## src/rtl/agnus_audio_dma.sv

```systemverilog
// Agnus audio DMA engine: latches Paula's per-channel requests at the line
// strobe and fetches one word per channel in its fixed colour-clock slot.
// Ports:
//   clk, reset_n, clk7_en    - clock, async active-low reset, state enable
//   cck, hpos, strhor        - beam timing: colour clock, position, line strobe
//   audio_dmal/dmas, aud_en  - Paula request/restart flags, channel enables
//   reg_address_in, data_in  - register write bus (AUDxLCH/AUDxLCL decode)
//   dma, address_out         - bus ownership and chip word address
//   reg_address_out          - AUDxDAT target for the fetched word, 0xFF idle

module agnus_audio_dma (
    input  logic        clk,
    input  logic        reset_n,
    input  logic        clk7_en,
    input  logic        cck,
    input  logic [7:0]  hpos,
    input  logic        strhor,
    input  logic [3:0]  audio_dmal,
    input  logic [3:0]  audio_dmas,
    input  logic [3:0]  aud_en,
    input  logic [7:0]  reg_address_in,
    input  logic [15:0] data_in,
    output logic        dma,
    output logic [19:0] address_out,
    output logic [7:0]  reg_address_out
);

    localparam logic [7:0] SLOT_POS [4] = '{8'h0D, 8'h0F, 8'h11, 8'h13};
    localparam logic [7:0] LCH_REG  [4] = '{8'h50, 8'h58, 8'h60, 8'h68};
    localparam logic [7:0] LCL_REG  [4] = '{8'h51, 8'h59, 8'h61, 8'h69};
    localparam logic [7:0] DAT_REG  [4] = '{8'h55, 8'h5D, 8'h65, 8'h6D};
    localparam logic [7:0] IDLE_REG = 8'hFF;

    logic [19:0] lc_q [4];
    logic [19:0] lc_d [4];
    logic [19:0] pt_q [4];
    logic [19:0] pt_d [4];
    logic [3:0]  req_q, req_d;
    logic [3:0]  spec_q, spec_d;

    logic [3:0]  slot_hit;
    logic [19:0] fetch_addr [4];

    // Bit 0 of the LCL write is the byte lane, not part of the word address.
    logic unused_lsb;
    assign unused_lsb = data_in[0];

    // Slot decode and the address each channel would fetch from.
    always_comb begin
        for (int x = 0; x < 4; x++) begin
            slot_hit[x] = cck && (hpos == SLOT_POS[x])
                          && req_q[x] && aud_en[x];
            fetch_addr[x] = spec_q[x] ? lc_q[x] : pt_q[x];
        end
    end

    // Slots are distinct, so at most one channel drives the outputs.
    always_comb begin
        dma             = 1'b0;
        address_out     = 20'h00000;
        reg_address_out = IDLE_REG;
        for (int x = 0; x < 4; x++) begin
            if (slot_hit[x]) begin
                dma             = 1'b1;
                address_out     = fetch_addr[x];
                reg_address_out = DAT_REG[x];
            end
        end
    end

    // Next state. The fetch uses lc_q, so a same-cycle LC write only
    // affects later restarts. A strobe load overrides a slot's clear.
    always_comb begin
        req_d  = req_q;
        spec_d = spec_q;
        for (int x = 0; x < 4; x++) begin
            lc_d[x] = lc_q[x];
            pt_d[x] = pt_q[x];
            if (reg_address_in == LCH_REG[x])
                lc_d[x][19:15] = data_in[4:0];
            if (reg_address_in == LCL_REG[x])
                lc_d[x][14:0] = data_in[15:1];
            if (slot_hit[x]) begin
                pt_d[x]   = fetch_addr[x] + 20'd1;
                req_d[x]  = 1'b0;
                spec_d[x] = 1'b0;
            end
        end
        if (strhor) begin
            req_d  = audio_dmal;
            spec_d = audio_dmas;
        end
    end

    always_ff @(posedge clk or negedge reset_n) begin
        if (!reset_n) begin
            for (int x = 0; x < 4; x++) begin
                lc_q[x] <= 20'h00000;
                pt_q[x] <= 20'h00000;
            end
            req_q  <= 4'h0;
            spec_q <= 4'h0;
        end else if (clk7_en) begin
            for (int x = 0; x < 4; x++) begin
                lc_q[x] <= lc_d[x];
                pt_q[x] <= pt_d[x];
            end
            req_q  <= req_d;
            spec_q <= spec_d;
        end
    end

endmodule

```

## config.mk

```make
export PLATFORM = sky130hd
export DESIGN_NAME = agnus_audio_dma
export DESIGN_NICKNAME = d
export VERILOG_FILES = /design/src/rtl/agnus_audio_dma.sv
export SDC_FILE = /design/constraint.sdc
export NUM_CORES = 1
export LEC_CHECK = 0
export ABC_AREA = 0
export BUFFER_PORTS_ARGS = -buffer_cell sky130_fd_sc_hd__buf_4
export CAP_MARGIN = 20
export CORE_ASPECT_RATIO = 2
export CORE_MARGIN = 2
export CORE_UTILIZATION = 40
export DETAILED_ROUTE_END_ITERATION = 6
export HOLD_SLACK_MARGIN = 0.08
export SKIP_CTS_REPAIR_TIMING = 1
export SYNTH_ARGS = -nofsm -noshare
export SYNTH_HDL_FRONTEND = slang
export SYNTH_SLANG_ARGS = --single-unit
```

## constraint.sdc

```tcl
create_clock -name clk -period 2.8 [get_ports clk]
set_clock_uncertainty 0.1 [all_clocks]
set_input_delay 0.28 -clock clk [delete_from_list [all_inputs] [get_ports clk]]
set_output_delay 0.28 -clock clk [all_outputs]
set_load 0.05 [all_outputs]
```

==> results of run 1 <==
## synthesized netlist by cell type (all sizes together) (12+ instances only)
master,n
dfrtp,168
nand2,132
mux2,102
a21oi,68
nor2,68
mux2i,57
o21ai,57
nand3,42
clkbuf,41
xor2,40
nor3,36
buf,29
xnor2,29
nand4,18
nor2b,18
nand3b,16
nand4b,16
a221o,12
inv,12
## path summary, 6_finish.rpt
check / from / endpoint / cells past startpoint
max: spec_q[1] / address_out[0] / 5
min: data_in[11] / lc_q[10] / 2
max reg2reg: spec_q[1] / pt_q[58] / 9
min reg2reg: pt_q[78] / pt_q[78] / 2
max in group asynchronous: reset_n / spec_q[1] / 3
min in group asynchronous: reset_n / lc_q[26] / 2
## registers in the layout, summed over array words and instances, names as in the netlist
register and flops:
req_q 4, spec_q 4, lc_q 80, pt_q 80
## routing by layer
layer / GRT usage / part of all wire / up-vias
li1: - / - / 4391
met1: 0.295 / 0.35 / 4714
met2: 0.503 / 0.53 / 364
met3: 0.0507 / 0.045 / 122
met4: 0.193 / 0.070 / 0
met5: 0 / 0 / -
## cells by family (layout without fill, tap and decap cells)
family / count (synthesis) / count (layout)
flops: 168 / 168
mux: 159 / 159
fa+ha+maj: 4 / 4
other cells: 1 / 4
compound gates: 237 / 237
simple gates: 416 / 416
xor+xnor: 69 / 69
buf+inv: 83 / 211
## power groups by stage
stage | registers, mW | clock network [mW] | logic, mW
6_report | 2.61 | 2.34 | 0.881
5_1_grt | 2.62 | 2.46 | 0.943
4_1_cts | 2.61 | 2.38 | 0.821
3_5_place_dp | 2.65 | 0 | 0.818
3_3_place_gp | 2.65 | 0 | 0.812
2_1_floorplan | 2.60 | 0 | 0.513
## cells in the final DEF, fill, tap and decap left out, types with 11 or more instances in the layout
cell | synthesis | final
a21oi_1 | 68 | 65
dfrtp_1 | 168 | 164
mux2_2 | 102 | 101
xor2_1 | 40 | 40
inv_1 | 12 | 11
xnor2_1 | 29 | 29
a221o_1 | 12 | 12
nor2_1 | 67 | 64
and3_1 | 11 | 11
mux2i_1 | 57 | 50
and2_1 | 11 | 11
nor3_1 | 35 | 30
nand4_1 | 16 | 16
nand2_1 | 132 | 131
nand3b_1 | 16 | 16
clkbuf_16 | 0 | 17
dlygate4sd3_1 | 0 | 19
nand3_1 | 42 | 42
buf_4 | 7 | 139
nand4b_1 | 15 | 15
nor2b_1 | 18 | 18
o21ai_0 | 56 | 56
a22oi_1 | 11 | 11
## worst reg2reg max path, stage by stage (launching register included)
cell	delay, ns
dfrtp_2	0.48
buf_4	0.18
mux2_2	0.23
ha_1	0.21
inv_1	0.12
a211oi_4	0.29
and3_1	0.23
nand3_1	0.20
mux2_2	0.33
a221o_1	0.25
## layout make-up
| type | count | area, um^2 | share of cell area |
|---|---|---|---|
| multi-input cells | 888 | 6230 | 0.484 |
| diodes | 1 | 2.50 | 0.000194 |
| inverters | 13 | 52.6 | 0.00408 |
| flip-flops and latches | 168 | 4210 | 0.327 |
| clock buffers | 23 | 488 | 0.0379 |
| repair buffers | 168 | 1400 | 0.108 |
| well taps | 344 | 430 | 0.0334 |
| clock inverters | 7 | 70.1 | 0.00544 |
==> qor.txt, run 1 <==
Post-Layout Cell Count - 1612
minimum clock period - 2.79 ns
DR WL/cell - 24.3 um
Leakage - 5.58 nW
DP Cell Count - 1559
maxcap violations - 0
die width - 119 um
gr ovfl total - 0
mux cell area share after synthesis - 0.161
Remaining DRCs - 0
Sink Count - 168
worst setup margin - 0.0107 ns
Main synth FF type - dfrtp_1
final WL - 39.1 mm
status - completed
Routed Antenna Nets - 0
NetSw - 1.66 mW
Worst Hold Class - primary input to register
Core Region - 26300 um^2
Synth area leaders - dfrtp_1, mux2_2, mux2i_1, nand2_1, xor2_1
drt via density - 5.95
vias in the first global route - 9671
number of fillers in the final layout - 2571
sequential area share after synthesis - 0.394
Synth-to-Final Area Change - 20.7%
layout cell share with drive strength beyond 1 - 0.257
sw frac - 0.284
final hold vios - 0
power density over the cells - 453 nW/um^2
placed instance area - 12000 um^2
FMAX - 0.359 GHz
Critical Path AT - 2.41 ns
root buf cell - clkbuf_16
area leader, netlist - dfrtp_1
Cell Area, Synth - 10700 um^2
setup TNS - 0 ns
row cnt - 84
All-Layer GR Usage - 0.282
required time of the critical path - 2.42 ns
Yosys warning count - 0
Worst Setup Path Type - register to primary output
period utilisation layout - 0.996
Total Power - 5.83 mW
Post-Syn Instances - 1137
measured slew at the worst slew-check pin - 0.715 ns
crit-path leading delay family - compound AO/OA/AOI/OAI gates
Internal - 4.18 mW
Synth Area in XOR/XNOR - 0.0566
pre-CTS WS - -0.126 ns
Final setup viols - 0
DR iter-0 viols - 657
top cell type's share of synthesized area - 0.394
Routability Congestion - 1.03
complex-gate fraction of the synthesized area - 0.146
CP max FO - 8
Gate power share - 0.151
CP endpoint kind - primary output
worst path cell trace - mux2_4, buf_6, a222oi_1, a21oi_1, buf_4
Pre-antenna DRT Iters - 7
PortBufs - 74
H-tree depth - 4
Design Area, Final - 12900 um^2
I/O pin total - 78
total die area - 28100 um^2
worst hold margin - 0.0880 ns
via count - 9591
Syn Area/Cell - 9.38 um^2
Buf/Inv on CP - 2
simple-gate area share of the yosys netlist - 0.202
clk slew on worst S/H paths - 0.07 ns
Final Util - 0.490
Worst-Skew Late Latency - 0.46 ns
initial core utilization - 0.406
Max-slew headroom - 0.523
Die H - 235 um
Post-synth EDFFs - 0
CP startpoint kind - register
Yosys cell types - 68
R2R Setup Slk - 0.07 ns
Final nets - 1309
sequential power share - 0.447
CP max stage delay - 0.55 ns
largest family of logic cells by synthesized area - simple AND/OR/NAND/NOR gates
Post-DP HPWL - 30.0 mm
Post-synth ARST share - 1.00
Yosys reg bits - 168
post-synthesis adder-cell area fraction - 0.00469
Clk pwr share - 0.402
RSZ-0062 raised after global routing - true
Crit-path slowest cell - a222oi_1
TritonCTS clock tree - built
VDD IR max - 0.463 mV
pin count of the biggest net entering global routing - 58
Pins Over Slew Limit - 0
total CTS buffers - 17
initial antenna violation count - 0
first-pass GRT wire length - 58.8 mm
Longest Clk Path Bufs - 2
Power figures use the tool's default switching activity.
==> inputs of run 2 (changes only) <==
ABC_AREA = 1   (was 0)
==> qor.txt, run 2 <==
status - finished with violations
violations in the final reports - setup timing
Main synth FF type - dfrtp_1
power density over the cells - 453 nW/um^2
period utilisation layout - 1.01
Post-Syn Instances - 1808
initial antenna violation count - 1
most frequent cells in the layout - nand2_1, inv_1, dfrtp_1
CP startpoint kind - register
H-tree depth - 4
Post-Layout Cell Count - 2256
Final nets - 1935
Internal - 4.06 mW
Pins Over Slew Limit - 0
sequential area share after synthesis - 0.363
Final setup viols - 1
row cnt - 88
Synth-to-Final Area Change - 13.5%
Critical Path AT - 2.44 ns
area leader, netlist - dfrtp_1
Cell Area, Synth - 11600 um^2
first-pass GRT wire length - 61.4 mm
sw frac - 0.319
complex-gate fraction of the synthesized area - 0.0946
Total Power - 5.96 mW
VDD IR max - 0.438 mV
pre-CTS WS - 0.282 ns
measured slew at the worst slew-check pin - 0.735 ns
worst path cell trace - inv_6, buf_6, nand2_1, nand2_1, o22ai_1, nor2_1, nor2_1, buf_4
Worst-Skew Late Latency - 0.46 ns
post-synthesis adder-cell area fraction - 0.00432
pin count of the biggest net entering global routing - 53
DP Cell Count - 2213
All-Layer GR Usage - 0.262
top cell type's share of synthesized area - 0.363
NetSw - 1.90 mW
gr ovfl total - 0
worst setup margin - -0.0234 ns
Yosys reg bits - 168
Design Area, Final - 13200 um^2
Yosys cell types - 39
Routed Antenna Nets - 0
FMAX - 0.354 GHz
total CTS buffers - 17
vias in the first global route - 10533
layout cell share with drive strength beyond 1 - 0.139
sequential power share - 0.433
final WL - 39.4 mm
drt via density - 5.02
Core Region - 28600 um^2
Post-DP HPWL - 30.1 mm
via count - 11323
clk slew on worst S/H paths - 0.07 ns
Max-slew headroom - 0.510
CP endpoint kind - primary output
PortBufs - 74
I/O pin total - 78
root buf cell - clkbuf_16
Crit-path slowest cell - dfrtp_2
DR iter-0 viols - 904
simple-gate area share of the yosys netlist - 0.412
Sink Count - 168
Leakage - 6.43 nW
DR WL/cell - 17.5 um
Synth Area in XOR/XNOR - 0.0181
required time of the critical path - 2.42 ns
minimum clock period - 2.82 ns
Routability Congestion - 0.953
CP max FO - 15
Clk pwr share - 0.390
Worst Hold Class - primary input to register
Regs by FF count - lc_q (80), pt_q (80)
die width - 124 um
Pre-antenna DRT Iters - 7
total die area - 30400 um^2
CP max stage delay - 0.53 ns
Die H - 245 um
most common cell after layout, fill and taps aside - nand2_1
RSZ-0062 raised after global routing - true
Post-synth EDFFs - 0
Longest Clk Path Bufs - 2
Gate power share - 0.177
Syn Area/Cell - 6.41 um^2
most frequent cells after synthesis - nand2_1, inv_1, dfrtp_1, nor2_1, o21ai_0
TritonCTS clock tree - built
Yosys warning count - 0
Synth area leaders - dfrtp_1, nand2_1, inv_1, o21ai_0, nor2_1
Post-synth ARST share - 1.00
mux cell area share after synthesis - 0
placed instance area - 12500 um^2
final hold vios - 0
largest family of logic cells by synthesized area - simple AND/OR/NAND/NOR gates
initial core utilization - 0.405
Remaining DRCs - 0
maxcap violations - 0
most common cell in the netlist - nand2_1
Worst Setup Path Type - register to primary output
-- run 2: cell types whose count changed in the layout (fill, tap and decap cells not counted), sizes merged, moves of 64 or more --
cell   delta
mux2    -102
nor2    +119
nand3    +64
a21oi    -64
o21ai   +125
nand2   +675
inv     +196
-- run 2: logic make-up (layout without fill, tap and decap cells) --
family | after synthesis | count (layout)
AOI/OAI and AO/OA | 203 | 203
xor gates and xnor gates | 24 | 24
adders and majority gates | 4 | 4
buffers and inverters | 271 | 356
DFF | 168 | 168
other | 1 | 4
and+or+nand+nor | 1137 | 1137
-- run 2: final cells by class --
cell class	count	area, um^2
repair buffers	116	955
fillers	3070	15500
inverters	208	801
diodes	1	2.50
clock inverters	11	87.6
clock buffers	21	480
flip-flops and latches	168	4210
multi-input cells	1371	6170
well taps	360	450
-- run 2: final timing paths --
check	start	endpoint	slack (ns)	depth (start not counted)
hold / removal	data_in[12]	lc_q[11]	0.14	3
setup / recovery	spec_q[1]	address_out[11]	-0.02	8
hold reg to reg	pt_q[57]	pt_q[57]	0.38	2
min in group asynchronous	reset_n	pt_q[78]	0.17	2
max in group asynchronous	reset_n	pt_q[54]	1.60	3
setup reg to reg	spec_q[1]	pt_q[54]	0.53	14
-- run 2: through the flow --
stage               setup TNS, ns  hold slack [ns]  utilization
global route              -0.0124            0.151        0.459
global placement                0           0.0940        0.435
CTS                        -0.986           -0.393        0.455
detailed placement              0           0.0955        0.435
floorplan                       0           -0.116            -
finish                    -0.0234            0.144        0.459
-- run 2: per-layer routing --
layer | track usage | vias up | part of all wire
met5 | 0 | - | 0
met2 | 0.426 | 351 | 0.47
met3 | 0.0338 | 87 | 0.050
li1 | - | 5746 | -
met4 | 0.138 | 0 | 0.049
met1 | 0.339 | 5139 | 0.43
-- run 2: critical path: cells and delay by family, from the launching register on --
kind                   cells  cell delay (ns)
AND/OR/NAND/NOR            4             0.51
buffers and inverters      3             0.54
AO/OA/AOI/OAI              1             0.37
flip-flops                 1             0.53
-- run 2: power groups by stage --
stage / registers (mW) / logic [mW] / clock network, mW
after CTS: 2.58 / 1.03 / 2.36
final: 2.58 / 1.06 / 2.32
after detailed placement: 2.63 / 1.03 / 0
after floorplan: 2.59 / 0.742 / 0
after global routing: 2.59 / 1.18 / 2.44
after global placement: 2.63 / 1.03 / 0
==> inputs of run 3 (changes only) <==
clock period = 3.3 ns   (was 2.8 ns; I/O delays follow)
==> qor.txt, run 3 (synthesized netlist as in run 2, its figures left out) <==
sequential power share - 0.425
Pre-antenna DRT Iters - 7
PortBufs - 74
setup TNS - 0 ns
Worst Hold Class - primary input to register
status - finished with violations
Die H - 245 um
RSZ-0062 raised after global routing - false
total die area - 30400 um^2
Final Util - 0.454
violations in the final reports - DRC
I/O pin total - 78
vias in the first global route - 10674
ant diodes - 0
Gate power share - 0.180
Design Area, Final - 13000 um^2
Max-slew headroom - 0.314
required time of the critical path - 2.87 ns
Leakage - 6.36 nW
Regs by FF count - lc_q (80), pt_q (80)
minimum clock period - 3.08 ns
DR iter-0 viols - 826
drt via density - 5.06
first-pass GRT wire length - 64.8 mm
root buf cell - clkbuf_16
VDD IR max - 0.410 mV
Final setup viols - 0
TritonCTS clock tree - built
sw frac - 0.331
Longest Clk Path Bufs - 2
clk slew on worst S/H paths - 0.07 ns
die width - 124 um
final hold vios - 0
maxcap violations - 0
NetSw - 1.71 mW
Synth-to-Final Area Change - 12.2%
Worst-Skew Late Latency - 0.46 ns
total CTS buffers - 17
gr ovfl total - 0
pre-CTS WS - 0.476 ns
H-tree depth - 4
most frequent cells in the layout - nand2_1, inv_1, dfrtp_1
Remaining DRCs - 2
most common cell after layout, fill and taps aside - nand2_1
row cnt - 88
Pins Over Slew Limit - 0
FMAX - 0.325 GHz
Routability Congestion - 1.03
final WL - 42.2 mm
CP max FO - 16
DR WL/cell - 18.8 um
power density over the cells - 397 nW/um^2
Worst Setup Path Type - register to primary output
measured slew at the worst slew-check pin - 1.03 ns
Internal - 3.45 mW
initial antenna violation count - 0
Core Region - 28600 um^2
CP startpoint kind - register
worst setup margin - 0.220 ns
All-Layer GR Usage - 0.281
Clk pwr share - 0.395
CP endpoint kind - primary output
period utilisation layout - 0.933
Final nets - 1920
Sink Count - 168
worst hold margin - 0.165 ns
Critical Path AT - 2.65 ns
Routed Antenna Nets - 0
via count - 11344
layout cell share with drive strength beyond 1 - 0.128
placed instance area - 12300 um^2
Post-DP HPWL - 32.7 mm
initial core utilization - 0.405
pin count of the biggest net entering global routing - 63
run 3: cell count changes in the layout (fill, tap and decap cells not counted), moves of 2 or more:
cell      before  now
o22ai_1       10   13
dfrtp_1      165  168
clkbuf_8       4    1
buf_4        100   88
buf_6          3    1
o22ai_2        4    1
inv_8          0    2
dfrtp_2        3    0
run 3: stage by stage:
stage               power, mW  instances
detailed placement       3.14       2199
finish                   5.16       2240
floorplan                2.82       1810
global placement         3.14       2199
global route             5.38       2240
CTS                      5.16       2231
run 3: cell type report:
| cell class | count | area (um^2) |
|---|---|---|
| Fill cell | 3058 | 15600 |
| Multi-Input combinational cell | 1371 | 6150 |
| Sequential cell | 168 | 4200 |
| Timing Repair Buffer | 101 | 822 |
| Inverter | 208 | 795 |
| Tap cell | 360 | 450 |
| Clock buffer | 18 | 439 |
| Clock inverter | 14 | 140 |
run 3: routing by layer:
metal / wire length [um] / up-vias / GRT usage
li1: - / 5720 / -
met1: 18000 / 5186 / 0.353
met2: 19600 / 340 / 0.459
met3: 1880 / 98 / 0.0418
met4: 2710 / 0 / 0.162
met5: 0 / - / 0
run 3: power groups by stage:
stage	Combinational [mW]	Clock, mW	Sequential, mW
2_1_floorplan	0.629	0	2.19
3_3_place_gp	0.909	0	2.23
3_5_place_dp	0.908	0	2.23
4_1_cts	0.911	2.06	2.19
5_1_grt	1.02	2.16	2.21
6_report	0.928	2.04	2.20
run 3: critical path: stages (launching register included):
cell and delay, ns:
dfrtp_1 0.67, buf_4 0.32, buf_4 0.22, nand2_1 0.07
o21ai_1 0.24, nand3_1 0.13, nand2_1 0.10, nor2_1 0.07
nor2_1 0.14, buf_4 0.22
run 3: worst paths after layout:
path / start / to / slack [ns] / depth (start not counted)
max reg2reg: spec_q[2] / pt_q[33] / 0.67 / 11
max: spec_q[2] / address_out[13] / 0.22 / 9
min: data_in[5] / lc_q[64] / 0.16 / 3
min reg2reg: pt_q[57] / pt_q[57] / 0.38 / 2
max in group asynchronous: reset_n / lc_q[20] / 2.05 / 3
min in group asynchronous: reset_n / pt_q[78] / 0.27 / 2
